[src/rtl/mips_muldiv_unit_if.sv]
// mips_muldiv_unit_if: controller-side bundle for the iterative multiply/divide unit.
//
// Handshake: Start is sampled only while Busy is low; a request seen with
// Busy low is accepted on that edge, together with MDOp, A and B. Busy then
// stays high until the result edge. Done is high for exactly one cycle, the
// cycle in which HI/LO first show the new result, and Busy is already low in
// that cycle, so a new Start may be presented alongside Done. HiWrite/LoWrite
// are honoured only while Busy is low and Start is low.
interface mips_muldiv_unit_if #(
    parameter int WIDTH = 32
);
    logic             Start;
    logic [1:0]       MDOp;
    logic [WIDTH-1:0] A;
    logic [WIDTH-1:0] B;
    logic             HiWrite;
    logic             LoWrite;
    logic [WIDTH-1:0] WriteData;
    logic             Busy;
    logic             Done;
    logic [WIDTH-1:0] HI;
    logic [WIDTH-1:0] LO;
    logic [1:0]       DbgState;

    modport master (
        output Start, MDOp, A, B, HiWrite, LoWrite, WriteData,
        input  Busy, Done, HI, LO, DbgState
    );

    modport slave (
        input  Start, MDOp, A, B, HiWrite, LoWrite, WriteData,
        output Busy, Done, HI, LO, DbgState
    );
endinterface

[src/rtl/mips_muldiv_unit.sv]
// mips_muldiv_unit: iterative MULT/MULTU/DIV/DIVU with HI/LO registers.
// Multiply is radix-2 shift-add on magnitudes, divide is restoring on
// magnitudes; signs are applied in a final FIX cycle.
// Optional feature macro: MULDIV_DIV_EN (defined = divider compiled in;
// undefined = DIV/DIVU complete in one cycle and leave HI/LO untouched).
module mips_muldiv_unit #(
    parameter int WIDTH = 32
) (
    input logic               CLK,
    input logic               RESET,
    mips_muldiv_unit_if.slave bus
);
    typedef enum logic [1:0] {
        S_IDLE = 2'd0,
        S_CALC = 2'd1,
        S_FIX  = 2'd2
    } state_t;

    localparam int            CW        = $clog2(WIDTH);
    localparam logic [CW-1:0] LAST_ITER = CW'(WIDTH - 1);

    state_t             state_q, state_d;
    logic               busy, accept, mt_en, calc_en, fix_en;

    logic               is_div_q, is_div_d;
    logic               sign_q, sign_d;       // product / quotient sign
    logic               done_q, done_d;
    logic [CW-1:0]      cnt_q, cnt_d;
    logic [WIDTH-1:0]   mcand_q, mcand_d;     // multiplicand or divisor magnitude
    logic [WIDTH-1:0]   opb_q, opb_d;         // multiplier or dividend magnitude, shifted out
    logic [2*WIDTH-1:0] acc_q, acc_d;         // {hi, lo} product or {rem, quo}
    logic [WIDTH-1:0]   hi_q, hi_d, lo_q, lo_d;

    logic               a_neg, b_neg;
    logic [WIDTH-1:0]   a_mag, b_mag;
    logic [WIDTH:0]     add_sum;
    logic [2*WIDTH-1:0] mul_step, prod;

    assign a_neg    = ~bus.MDOp[0] & bus.A[WIDTH-1];
    assign b_neg    = ~bus.MDOp[0] & bus.B[WIDTH-1];
    assign a_mag    = a_neg ? -bus.A : bus.A;
    assign b_mag    = b_neg ? -bus.B : bus.B;

    // One shift-add step: the carry of the upper-half add shifts back in at the top.
    assign add_sum  = {1'b0, acc_q[2*WIDTH-1:WIDTH]} + {1'b0, mcand_q};
    assign mul_step = opb_q[0] ? {add_sum, acc_q[WIDTH-1:1]} : {1'b0, acc_q[2*WIDTH-1:1]};
    assign prod     = sign_q ? -acc_q : acc_q;

`ifdef MULDIV_DIV_EN
    logic               rsign_q, rsign_d;     // remainder sign
    logic               dz_q, dz_d;           // divisor was zero
    logic [WIDTH:0]     div_shift;
    logic               div_ge;
    logic [WIDTH-1:0]   div_sub;
    logic [2*WIDTH-1:0] div_step;
    logic [WIDTH-1:0]   quo_fix, rem_fix;

    // Partial remainder can reach WIDTH+1 bits after the shift, so the trial
    // compare is one bit wider; the difference itself always fits WIDTH bits.
    assign div_shift = {acc_q[2*WIDTH-1:WIDTH], opb_q[WIDTH-1]};
    assign div_ge    = div_shift >= {1'b0, mcand_q};
    assign div_sub   = div_shift[WIDTH-1:0] - mcand_q;
    assign div_step  = div_ge ? {div_sub, acc_q[WIDTH-2:0], 1'b1}
                              : {div_shift[WIDTH-1:0], acc_q[WIDTH-2:0], 1'b0};
    // With a zero divisor the remainder collects |A|, so re-applying sign(A) returns raw A.
    assign quo_fix   = dz_q ? '1 : (sign_q ? -acc_q[WIDTH-1:0] : acc_q[WIDTH-1:0]);
    assign rem_fix   = rsign_q ? -acc_q[2*WIDTH-1:WIDTH] : acc_q[2*WIDTH-1:WIDTH];
`endif

    // FSM state register
    always_ff @(posedge CLK or posedge RESET) begin
        if (RESET) state_q <= S_IDLE;
        else       state_q <= state_d;
    end

    // FSM next-state logic
    always_comb begin
        state_d = state_q;
        case (state_q)
            S_IDLE: begin
                if (bus.Start) begin
`ifdef MULDIV_DIV_EN
                    state_d = S_CALC;
`else
                    state_d = bus.MDOp[1] ? S_FIX : S_CALC;
`endif
                end
            end
            S_CALC:  if (cnt_q == LAST_ITER) state_d = S_FIX;
            S_FIX:   state_d = S_IDLE;
            default: state_d = S_IDLE;
        endcase
    end

    // FSM outputs: per-state datapath enables and Busy
    always_comb begin
        busy    = (state_q != S_IDLE);
        accept  = 1'b0;
        mt_en   = 1'b0;
        calc_en = 1'b0;
        fix_en  = 1'b0;
        case (state_q)
            S_IDLE: begin
                accept = bus.Start;
                mt_en  = ~bus.Start;
            end
            S_CALC:  calc_en = 1'b1;
            S_FIX:   fix_en  = 1'b1;
            default: ;
        endcase
    end

    // Datapath next-state: operand capture, iteration, sign fix-up, MTHI/MTLO
    always_comb begin
        is_div_d = is_div_q;
        sign_d   = sign_q;
        cnt_d    = cnt_q;
        mcand_d  = mcand_q;
        opb_d    = opb_q;
        acc_d    = acc_q;
        hi_d     = hi_q;
        lo_d     = lo_q;
        done_d   = fix_en;
`ifdef MULDIV_DIV_EN
        rsign_d  = rsign_q;
        dz_d     = dz_q;
`endif
        if (accept) begin
            is_div_d = bus.MDOp[1];
            sign_d   = a_neg ^ b_neg;
            mcand_d  = bus.MDOp[1] ? b_mag : a_mag;
            opb_d    = bus.MDOp[1] ? a_mag : b_mag;
            cnt_d    = '0;
            acc_d    = '0;
`ifdef MULDIV_DIV_EN
            rsign_d  = a_neg;
            dz_d     = bus.MDOp[1] && (bus.B == '0);
`endif
        end else if (calc_en) begin
            cnt_d = cnt_q + CW'(1);
`ifdef MULDIV_DIV_EN
            if (is_div_q) begin
                acc_d = div_step;
                opb_d = {opb_q[WIDTH-2:0], 1'b0};
            end else begin
                acc_d = mul_step;
                opb_d = {1'b0, opb_q[WIDTH-1:1]};
            end
`else
            acc_d = mul_step;
            opb_d = {1'b0, opb_q[WIDTH-1:1]};
`endif
        end else if (fix_en) begin
            if (!is_div_q) begin
                hi_d = prod[2*WIDTH-1:WIDTH];
                lo_d = prod[WIDTH-1:0];
            end
`ifdef MULDIV_DIV_EN
            else begin
                hi_d = rem_fix;
                lo_d = quo_fix;
            end
`endif
        end else if (mt_en) begin
            if (bus.HiWrite) hi_d = bus.WriteData;
            if (bus.LoWrite) lo_d = bus.WriteData;
        end
    end

    // Datapath registers
    always_ff @(posedge CLK or posedge RESET) begin
        if (RESET) begin
            is_div_q <= 1'b0;
            sign_q   <= 1'b0;
            cnt_q    <= '0;
            mcand_q  <= '0;
            opb_q    <= '0;
            acc_q    <= '0;
            hi_q     <= '0;
            lo_q     <= '0;
            done_q   <= 1'b0;
        end else begin
            is_div_q <= is_div_d;
            sign_q   <= sign_d;
            cnt_q    <= cnt_d;
            mcand_q  <= mcand_d;
            opb_q    <= opb_d;
            acc_q    <= acc_d;
            hi_q     <= hi_d;
            lo_q     <= lo_d;
            done_q   <= done_d;
        end
    end

`ifdef MULDIV_DIV_EN
    // Divide-only flags
    always_ff @(posedge CLK or posedge RESET) begin
        if (RESET) begin
            rsign_q <= 1'b0;
            dz_q    <= 1'b0;
        end else begin
            rsign_q <= rsign_d;
            dz_q    <= dz_d;
        end
    end
`endif

    assign bus.Busy     = busy;
    assign bus.Done     = done_q;
    assign bus.HI       = hi_q;
    assign bus.LO       = lo_q;
    assign bus.DbgState = state_q;
endmodule

[src/flat_wrapper.sv]
// flat-port wrapper written by rule: the top's interface ports become plain ports
module mips_muldiv_unit_flat 
#(
    parameter int WIDTH = 32
)
  (CLK, RESET, bus_Start, bus_MDOp, bus_A, bus_B, bus_HiWrite, bus_LoWrite, bus_WriteData, bus_Busy, bus_Done, bus_HI, bus_LO, bus_DbgState);
  mips_muldiv_unit_if #(.WIDTH(WIDTH)) bus_i ();
  input logic CLK;
  input logic RESET;
  input wire logic [$bits(bus_i.Start)-1:0] bus_Start;
  input wire logic [$bits(bus_i.MDOp)-1:0] bus_MDOp;
  input wire logic [$bits(bus_i.A)-1:0] bus_A;
  input wire logic [$bits(bus_i.B)-1:0] bus_B;
  input wire logic [$bits(bus_i.HiWrite)-1:0] bus_HiWrite;
  input wire logic [$bits(bus_i.LoWrite)-1:0] bus_LoWrite;
  input wire logic [$bits(bus_i.WriteData)-1:0] bus_WriteData;
  output wire logic [$bits(bus_i.Busy)-1:0] bus_Busy;
  output wire logic [$bits(bus_i.Done)-1:0] bus_Done;
  output wire logic [$bits(bus_i.HI)-1:0] bus_HI;
  output wire logic [$bits(bus_i.LO)-1:0] bus_LO;
  output wire logic [$bits(bus_i.DbgState)-1:0] bus_DbgState;
  assign bus_i.Start = bus_Start;
  assign bus_i.MDOp = bus_MDOp;
  assign bus_i.A = bus_A;
  assign bus_i.B = bus_B;
  assign bus_i.HiWrite = bus_HiWrite;
  assign bus_i.LoWrite = bus_LoWrite;
  assign bus_i.WriteData = bus_WriteData;
  assign bus_Busy = bus_i.Busy;
  assign bus_Done = bus_i.Done;
  assign bus_HI = bus_i.HI;
  assign bus_LO = bus_i.LO;
  assign bus_DbgState = bus_i.DbgState;
  mips_muldiv_unit #(.WIDTH(WIDTH)) u_core (.CLK(CLK), .RESET(RESET), .bus(bus_i));
endmodule
[config.mk]
export PLATFORM = sky130hd
export DESIGN_NAME = mips_muldiv_unit_flat
export DESIGN_NICKNAME = d
export VERILOG_FILES = /design/src/rtl/mips_muldiv_unit_if.sv /design/src/rtl/mips_muldiv_unit.sv /design/src/flat_wrapper.sv
export SDC_FILE = /design/constraint.sdc
export NUM_CORES = 1
export LEC_CHECK = 0
export ABC_AREA = 1
export CAP_MARGIN = 20
export CELL_PAD_IN_SITES_DETAIL_PLACEMENT = 1
export CELL_PAD_IN_SITES_GLOBAL_PLACEMENT = 2
export CORE_AREA = 2 2 222 224
export CTS_BUF_LIST = sky130_fd_sc_hd__clkbuf_4
export CTS_CLUSTER_SIZE = 28
export DETAILED_ROUTE_END_ITERATION = 8
export DIE_AREA = 0 0 224 226
export GPL_TIMING_DRIVEN = 0
export PLACE_DENSITY = 0.92
export SYNTH_ARGS = -nofsm -noshare
export SYNTH_HDL_FRONTEND = slang
export SYNTH_SLANG_ARGS = --single-unit
[constraint.sdc]
create_clock -name CLK -period 9.1 [get_ports CLK]
set_clock_uncertainty 0.2 [all_clocks]
set_input_delay 1.82 -clock CLK [delete_from_list [all_inputs] [get_ports CLK]]
set_output_delay 1.82 -clock CLK [all_outputs]
set_load 0.01 [all_outputs]
==> impl_metrics.env, run 1 <==
export IMPL_num_vias=17300
export IMPL_clockRootBuffer="clkbuf_4"
export IMPL_fin_crit_sh=0.445
export IMPL_met2_usage=0.461
export IMPL_clkLatencyLatePin_ps=840
export IMPL_holdCritPathClass="register to register"
export IMPL_numCtsBuffers=57
export IMPL_regToRegStartpoint="u_core.acc_q[33]"
export IMPL_synth_seq_cells=202
export IMPL_grt_use_met3=0.0345
export IMPL_routedWlPerCell_um=20.3
export IMPL_grt_ovfl_total=0
export IMPL_synth_xor_area_frac=0.0229
export IMPL_placed_cells=3202
export IMPL_synth_seq_area_share=0.330
export IMPL_status="complete, no violations"
export IMPL_cts_sinks=202
export IMPL_multi_input_area_um2=8790
export IMPL_synth_top_family_by_area="simple AND/OR/NAND/NOR gates"
export IMPL_regArea_um2=5050
export IMPL_cp_end_kind="output port"
export IMPL_synth_nets=2550
export IMPL_die_x_um=224
export IMPL_routed_via_density=5.24
export IMPL_cts_setup_buffers=0
export IMPL_worst_ir_drop_vdd_mv=0.0838
export IMPL_gp_congestion=0.928
export IMPL_first_pass_iters=5
export IMPL_hold_violations=0
export IMPL_drtIter0Drc=1086
export IMPL_synthAdderAreaFrac=0.0316
export IMPL_synthMuxAreaShare=0
export IMPL_slowest_stage="dfrtp_1"
export IMPL_final_cell_mix="nand2_1 (677), nor2_1 (305), nand3_1 (278), inv_1 (255), dfrtp_1 (202)"
export IMPL_maxCapViolCount=0
export IMPL_synth_cell_types=44
export IMPL_crit_end="bus_Busy"
export IMPL_grt_pass1_vias=17900
export IMPL_leakagePower_nw=8.96
export IMPL_postSynthCellCount=2409
export IMPL_place_hpwl_mm=55.3
export IMPL_cp_data_arrival_time_ps=2030
export IMPL_setup_worst_path_class="register to output port"
export IMPL_syn_avg_cell_area_um2=6.35
export IMPL_grt_use_met1=0.324
export IMPL_rsz0062_at_grt="no"
export IMPL_crit_required_ps=7080
export IMPL_cp_slowest_stage_delay_ps=540
export IMPL_cp_max_fo=6
export IMPL_postCtsResizedCells=0
export IMPL_grt_max_degree=130
export IMPL_rrSetupSlack_ps=6390
export IMPL_top_usage_layer="met2"
export IMPL_place_port_buffers=170
export IMPL_die_h_um=226
export IMPL_core_area_um2=48300
export IMPL_p_per_area_nw_per_um2=331
export IMPL_critPathLaunch="u_core.bus.DbgState[0]"
export IMPL_worstPathCellList="nor2_1 -> inv_1 -> clkdlybuf4s50_1"
export IMPL_finalWirelength_mm=67.0
export IMPL_tightest_slew_ps=837
export IMPL_r2r_cells=14
export IMPL_start_kind="register"
export IMPL_htreeDepth=2
export IMPL_slew_headroom=0.442
export IMPL_r2r_end="u_core.acc_q[61]"
export IMPL_final_cells=3302
export IMPL_layout_drive_gt1_share=0.0814
export IMPL_antenna_left=0
export IMPL_cts_path_max_buffers=3
export IMPL_final_common_cell="nand2_1"
export IMPL_nFillCells=6390
export IMPL_die_area_um2=50600
export IMPL_final_cell_area_um2=18500
export IMPL_path_clk_slew_ps=60
export IMPL_fin_crit_ps=4050
export IMPL_antenna_found_initial=1
export IMPL_syn_to_final_growth_pct=21.0
export IMPL_syn_area_um2=15300
export IMPL_cts_hold_buf=0
export IMPL_placed_area_um2=17800
export IMPL_drc=0
export IMPL_initial_utilization=0.317
export IMPL_grt_pass1_wl_mm=103
export IMPL_fmaxAchievable_mhz=247
export IMPL_final_nets=2780
export IMPL_grt_use_total=0.267
export IMPL_drv_slew=0
export IMPL_setup_violations=0
export IMPL_cts_tree="yes"
export IMPL_synth_compound_area_frac=0.143
export IMPL_io_pins=171
export IMPL_ys_warn_count=0
export IMPL_synth_simple_gate_area_frac=0.377
export IMPL_rows=81
==> stage by stage <==
step	TNS, ps	util	setup WS, ps	total power, mW	hold slack [ps]
after floorplan	0	-	1570	3.78	250
after global placement	-241620	0.368	-1230	5.14	265
after detailed placement	0	0.369	4760	5.26	270
after CTS	0	0.383	4970	6.12	290
after global routing	0	0.383	4920	6.64	318
final	0	0.383	5050	6.12	287
==> kinds of logic after synthesis <==
| family | after synthesis |
|---|---|
| adders and majority gates | 38 |
| and+or+nand+nor | 1361 |
| AOI/OAI and AO/OA | 405 |
| buffers and inverters | 363 |
| xor gates and xnor gates | 40 |
| DFF | 202 |
==> flip-flops by register name, indices dropped and copies added, names as in the netlist <==
| register | flops |
|---|---|
| u_core.cnt_q | 5 |
| u_core.mcand_q | 32 |
| u_core.bus.Done | 1 |
| u_core.bus.HI | 32 |
| u_core.bus.LO | 32 |
| u_core.is_div_q | 1 |
| u_core.sign_q | 1 |
| u_core.bus.DbgState | 2 |
| u_core.opb_q | 32 |
| u_core.acc_q | 64 |
==> power by group <==
part | internal (mW) | switching (mW)
sequential | 1.27 | 0.350
clock | 0.405 | 0.427
combinational | 1.24 | 2.43
==> cell type report <==
class | count | share of cell area
multi-input cells | 1844 | 0.475
flip-flops and latches | 202 | 0.273
repair buffers | 171 | 0.0934
inverters | 276 | 0.0564
well taps | 622 | 0.0420
clock buffers | 80 | 0.0324
plain buffers | 87 | 0.0230
clock inverters | 19 | 0.00480
diodes | 1 | 0.000135
==> routing by layer <==
layer	vias to the layer above	wire [µm]
met5	-	0
met4	0	3660
met3	184	3190
met2	542	31600
met1	8233	28500
li1	8332	-
==> cell usage after synthesis (all sizes together) <==
| cell | n | area, µm² |
|---|---|---|
| nand3 | 282 | 1430 |
| xnor2 | 12 | 105 |
| clkinv | 1 | 3.75 |
| a22o | 2 | 17.5 |
| nand4 | 18 | 113 |
| o21bai | 5 | 37.5 |
| and2 | 4 | 25.0 |
| o21ai | 156 | 803 |
| nor4 | 2 | 12.5 |
| nand3b | 2 | 15.0 |
| a31oi | 11 | 68.8 |
| xor2 | 28 | 245 |
| nor3 | 16 | 80.1 |
| nand2 | 688 | 2620 |
| ha | 37 | 463 |
| clkbuf | 27 | 101 |
| dfrtp | 202 | 5050 |
| a32oi | 1 | 8.76 |
| o22ai | 35 | 219 |
| fa | 1 | 20.0 |
| a22oi | 2 | 15.0 |
| buf | 60 | 324 |
| a21o | 1 | 7.51 |
| a21oi | 175 | 876 |
| o31ai | 1 | 7.51 |
| nor2 | 331 | 1360 |
| inv | 275 | 1030 |
| or2 | 17 | 106 |
| o221ai | 6 | 52.6 |
| o211ai | 10 | 75.1 |
| nand2b | 1 | 6.26 |
==> how the worst min path moves through the flow <==
stage                             endpoint  slack, ps        startpoint  cells after the start
final                     u_core.bus.LO[7]        290  u_core.bus.LO[7]                      2
after global routing       u_core.opb_q[4]        320   u_core.opb_q[4]                      2
after global placement    u_core.opb_q[16]        260  u_core.opb_q[16]                      2
after detailed placement  u_core.opb_q[16]        270  u_core.opb_q[16]                      2
after CTS                 u_core.opb_q[16]        290  u_core.opb_q[16]                      2
after floorplan            u_core.opb_q[6]        250   u_core.opb_q[6]                      2
==> worst max-delay path, delay by kind of cell (launching register included) <==
family        cells  cell delay [ps]
buf+inv           2              580
flops             1              540
simple gates      1               80
(Power assumes the default switching activity.)
==> run 2: changes to the inputs <==
- CORE_AREA: 2 2 222 224 -> 2 2 233 235
- DIE_AREA: 0 0 224 226 -> 0 0 235 237
- PLACE_DENSITY: 0.92 -> 0.88
- clock period: 9.1 -> 3.5 ns (I/O delays scaled with it)
==> run 2 against run 1 <==
  * Combinational power grew to 2.6 times the previous value
  * Cell area is 1.3% higher
  * Die area grew 10%
  * First-iteration DRC count increased by 1.8%
  * Total power rose to 2.6 times the previous value
  * Critical path type unchanged
  * Largest power group unchanged
==> impl_metrics.env, run 2 (synthesis results as in run 1) <==
export IMPL_cts_tree="yes"
export IMPL_cp_end_kind="output port"
export IMPL_grt_pass1_wl_mm=106
export IMPL_routed_via_density=5.12
export IMPL_grt_use_total=0.244
export IMPL_fmaxAchievable_mhz=337
export IMPL_routedWlPerCell_um=20.2
export IMPL_cp_max_fo=5
export IMPL_seqPwrFrac=0.263
export IMPL_final_common_cell="nand2_1"
export IMPL_clockRootBuffer="clkbuf_4"
export IMPL_grt_ovfl_total=0
export IMPL_core_area_um2=53300
export IMPL_setup_worst_path_class="register to output port"
export IMPL_final_cell_area_um2=18700
export IMPL_finalWirelength_mm=68.4
export IMPL_final_cell_mix="nand2_1 (677), nor2_1 (305), nand3_1 (278), inv_1 (255), dfrtp_1 (202)"
export IMPL_clkLatencyLatePin_ps=810
export IMPL_antenna_found_initial=1
export IMPL_maxCapViolCount=0
export IMPL_rsz0062_at_grt="no"
export IMPL_cp_slowest_stage_delay_ps=600
export IMPL_crit_required_ps=2600
export IMPL_netSwitchingPower_mw=8.34
export IMPL_worstPathCellList="nor2_1 -> inv_1 -> clkdlybuf4s50_1"
export IMPL_die_area_um2=55700
export IMPL_numCtsBuffers=59
export IMPL_rows=85
export IMPL_crit_family="flip-flops"
export IMPL_fin_crit_ps=2970
export IMPL_switching_share=0.520
export IMPL_finalWorstSetupSlack_ps=529
export IMPL_die_h_um=237
export IMPL_postCtsResizedCells=0
export IMPL_place_port_buffers=170
export IMPL_num_vias=17300
export IMPL_antenna_left=0
export IMPL_p_per_area_nw_per_um2=856
export IMPL_cts_hold_buf=0
export IMPL_final_util=0.352
export IMPL_place_hpwl_mm=56.7
export IMPL_p_int_mw=7.70
export IMPL_gp_congestion=0.952
export IMPL_setup_violations=0
export IMPL_top_register="u_core.acc_q"
export IMPL_drc=0
export IMPL_slew_headroom=0.426
export IMPL_die_x_um=235
export IMPL_drtIter0Drc=1106
export IMPL_fin_crit_sh=0.849
export IMPL_htreeDepth=2
export IMPL_start_kind="register"
export IMPL_cts_sinks=202
export IMPL_path_clk_slew_ps=60
export IMPL_finalPower_mw=16.0
export IMPL_first_pass_iters=5
export IMPL_initial_utilization=0.287
export IMPL_rrSetupSlack_ps=820
export IMPL_slowest_stage="dfrtp_1"
export IMPL_grt_pass1_vias=18100
export IMPL_worst_ir_drop_vdd_mv=0.302
export IMPL_holdCritPathClass="primary input to asynchronous set/reset pin"
export IMPL_hold_violations=0
export IMPL_placed_area_um2=18000
export IMPL_syn_to_final_growth_pct=22.5
export IMPL_pwr_share_comb=0.592
export IMPL_leakagePower_nw=9.03
export IMPL_grt_max_degree=42
export IMPL_io_pins=171
export IMPL_path_buf_inv=2
export IMPL_status="complete, no violations"
export IMPL_cts_setup_buffers=0
export IMPL_tightest_slew_ps=862
export IMPL_cts_path_max_buffers=3
export IMPL_r2r_end="u_core.acc_q[61]"
export IMPL_layout_drive_gt1_share=0.0854
export IMPL_r2r_cells=14
export IMPL_pre_cts_ws_ps=223
export IMPL_largest_reg_flops=64
export IMPL_pwr_share_clk=0.145
export IMPL_cp_data_arrival_time_ps=2070
export IMPL_regToRegStartpoint="u_core.acc_q[33]"
export IMPL_drv_slew=0
export IMPL_final_nets=2786
-- run 2: changes by cell type in the layout (fill, tap and decap cells not counted), sizes merged --
| cell | delta |
|---|---|
| clkbuf | +11 |
| buf | +4 |
| inv | -2 |
| clkinv | +1 |
| clkinvlp | +1 |
-- run 2: worst max path at each step --
stage,start,cells after the start,slack (ps),end
finish,u_core.bus.DbgState[1],3,530,bus_Busy
global placement,RESET,2,-1710,u_core.mcand_q[21]
global route,u_core.bus.DbgState[1],3,430,bus_Busy
detailed placement,bus_B[0],11,220,u_core.opb_q[24]
CTS,u_core.bus.DbgState[1],3,450,bus_Busy
floorplan,RESET,1,-20,u_core.acc_q[0]
-- run 2: cell type report --
| class | count | area [µm²] |
|---|---|---|
| diodes | 1 | 2.50 |
| plain buffers | 87 | 425 |
| clock buffers | 91 | 683 |
| clock inverters | 19 | 77.6 |
| fillers | 6943 | 34500 |
| inverters | 276 | 1040 |
| multi-input cells | 1844 | 8790 |
| flip-flops and latches | 202 | 5050 |
| well taps | 696 | 871 |
| repair buffers | 175 | 1800 |
-- run 2: power by group through the flow --
stage	clock, mW	sequential, mW	combinational (mW)
global route	2.49	4.32	10.6
CTS	2.37	4.21	9.46
global placement	0	4.22	9.15
floorplan	0	4.02	5.80
detailed placement	0	4.25	9.41
finish	2.32	4.23	9.50
-- run 2: worst register-to-register path, stage by stage (launching register included) --
cell and delay, ps:
dfrtp_1 470, inv_1 190, fa_1 470, inv_1 120, nand3_1 70, nand3_1 190, nand2_1 90, nand2_1 120
nand2_1 100, nand2_1 120, nand2_1 90, nand3_1 90, nand3_1 80, nand2_1 80, nand2_1 50
-- run 2: metrics by stage --
stage / cells / hold slack (ps) / setup TNS [ps]
final: 3391 / 82.9 / 0
after global routing: 3391 / 85.8 / 0
after CTS: 3390 / 36.6 / 0
after detailed placement: 3280 / 273 / 0
after global placement: 3275 / 266 / -342150
after floorplan: 2409 / 250 / -3290
-- run 2: layer usage --
layer | share of wire | wire [µm] | vias to the layer above | track usage
li1 | - | - | 8341 | -
met1 | 0.42 | 28900 | 8376 | 0.297
met2 | 0.48 | 33000 | 494 | 0.429
met3 | 0.048 | 3270 | 134 | 0.0316
met4 | 0.046 | 3120 | 0 | 0.113
met5 | 0 | 0 | - | 0
==> run 3: changes to the inputs <==
- CORE_AREA: 2 2 233 235 -> 2 2 222 224
- DIE_AREA: 0 0 235 237 -> 0 0 224 226
- PLACE_DENSITY: 0.88 -> 0.92
- clock period: 3.5 -> 3.1 ns (I/O delays scaled with it)
==> run 3 against run 2 <==
  * Total power is 13% higher
  * Clock power is 9.5% higher
  * Wire length shrank 2.1%
  * First-iteration DRC count is 8.0% lower
  * Via count about the same
  * Die area decreased by 9.1%
  * Register-to-register slack got worse by 420 ps
  * Combinational power rose by 14%
==> impl_metrics.env, run 3 (synthesis results as in run 1) <==
export IMPL_io_pins=171
export IMPL_place_port_buffers=170
export IMPL_gp_congestion=0.937
export IMPL_first_pass_iters=5
export IMPL_cts_setup_buffers=0
export IMPL_path_clk_slew_ps=60
export IMPL_grt_max_degree=41
export IMPL_finalWirelength_mm=66.9
export IMPL_maxCapViolCount=0
export IMPL_regArea_um2=5050
export IMPL_nFillCells=6369
export IMPL_clockRootBuffer="clkbuf_4"
export IMPL_hold_violations=0
export IMPL_numCtsBuffers=57
export IMPL_crit_family="buffers and inverters"
export IMPL_grt_use_total=0.267
export IMPL_slew_headroom=0.428
export IMPL_cts_path_max_buffers=3
export IMPL_slowest_stage="dfrtp_1"
export IMPL_start_kind="register"
export IMPL_leakagePower_nw=9.02
export IMPL_cts_tree="yes"
export IMPL_core_area_um2=48300
export IMPL_fmaxAchievable_mhz=356
export IMPL_routedWlPerCell_um=20.2
export IMPL_final_nets=2785
export IMPL_cp_max_fo=6
export IMPL_cp_slowest_stage_delay_ps=520
export IMPL_cts_hold_buf=1
export IMPL_final_util=0.385
export IMPL_hold_start="bus_WriteData[0]"
export IMPL_cp_data_arrival_time_ps=1990
export IMPL_drv_slew=0
export IMPL_routed_via_density=5.24
export IMPL_place_hpwl_mm=55.6
export IMPL_rrSetupSlack_ps=400
export IMPL_r2r_cells=6
export IMPL_status="complete, no violations"
export IMPL_setup_violations=0
export IMPL_syn_to_final_growth_pct=21.7
export IMPL_fin_crit_ps=2810
export IMPL_clkLatencyLatePin_ps=850
export IMPL_die_x_um=224
export IMPL_worst_ir_drop_vdd_mv=0.246
export IMPL_fin_crit_sh=0.907
export IMPL_antenna_found_initial=1
export IMPL_num_vias=17300
export IMPL_grt_pass1_wl_mm=104
export IMPL_path_buf_inv=2
export IMPL_tightest_slew_ps=858
export IMPL_setup_worst_path_class="register to output port"
export IMPL_largest_reg_flops=64
export IMPL_htreeDepth=2
export IMPL_die_h_um=226
export IMPL_worstPathCellList="nor2_1 -> inv_1 -> clkdlybuf4s50_1"
export IMPL_multi_input_area_um2=8790
export IMPL_holdCritPathClass="primary input to register"
export IMPL_rsz0062_at_grt="no"
export IMPL_crit_required_ps=2280
export IMPL_initial_utilization=0.317
export IMPL_cp_end_kind="output port"
export IMPL_die_area_um2=50600
export IMPL_critPathLaunch="u_core.bus.DbgState[0]"
export IMPL_final_common_cell="nand2_1"
export IMPL_final_cell_mix="nand2_1 (677), nor2_1 (305), nand3_1 (278), inv_1 (255), dfrtp_1 (202)"
export IMPL_cts_sinks=202
export IMPL_grt_pass1_vias=18300
export IMPL_drc=0
export IMPL_pre_cts_ws_ps=-70.4
export IMPL_rows=81
export IMPL_postCtsResizedCells=0
export IMPL_min_path_cells=3
export IMPL_p_per_area_nw_per_um2=970
export IMPL_layout_drive_gt1_share=0.0848
export IMPL_finalWorstSetupSlack_ps=289
export IMPL_antenna_left=0
export IMPL_grt_ovfl_total=0
export IMPL_top_register="u_core.acc_q"
export IMPL_cp_depth=3
export IMPL_regToRegStartpoint="u_core.sign_q"
export IMPL_drtIter0Drc=1018
run 3: path summary, 6_finish.rpt:
check	to
setup / recovery	bus_Busy
setup reg to reg	u_core.bus.LO[27]
hold reg to reg	u_core.bus.LO[7]
min in group asynchronous	u_core.sign_q
max in group asynchronous	u_core.bus.HI[29]
hold / removal	u_core.bus.LO[0]
run 3: where the power goes:
group	total [mW]	internal (mW)	switching [mW]	leakage, nW
clock	2.54	1.28	1.26	0.432
combinational	10.8	3.65	7.12	6.10
sequential	4.76	3.72	1.04	2.49
run 3: routing by layer:
| metal | track usage | share of wire |
|---|---|---|
| met5 | 0 | 0 |
| met4 | 0.130 | 0.049 |
| met3 | 0.0319 | 0.048 |
| met2 | 0.471 | 0.48 |
| met1 | 0.323 | 0.42 |
run 3: stage by stage:
step           power (mW)  hold WS [ps]  cell area, µm²  std cells  setup TNS [ps]
2_1_floorplan        11.1           250           15300       2409          -67930
3_3_place_gp         15.1           265           17800       3201         -399020
3_5_place_dp         15.5           277           17900       3206           -87.1
4_1_cts              18.1           186           18600       3310               0
5_1_grt              19.6           230           18600       3311               0
6_report             18.1           248           18600       3311               0
run 3: final cells by class:
type	count	share of cell area
clock buffer	87	0.0351
multi-input combinational	1844	0.472
buffer	87	0.0228
sequential	202	0.271
tap	622	0.0418
timing repair buffer	176	0.0972
inverter	276	0.0558
antenna	1	0.000134
clock inverter	16	0.00416
run 3: worst register-to-register path, delay by kind of cell, from the launching register on:
family | cells | cell delay, ps
compound gates | 2 | 320
simple gates | 1 | 200
flops | 1 | 450
buf+inv | 3 | 1300
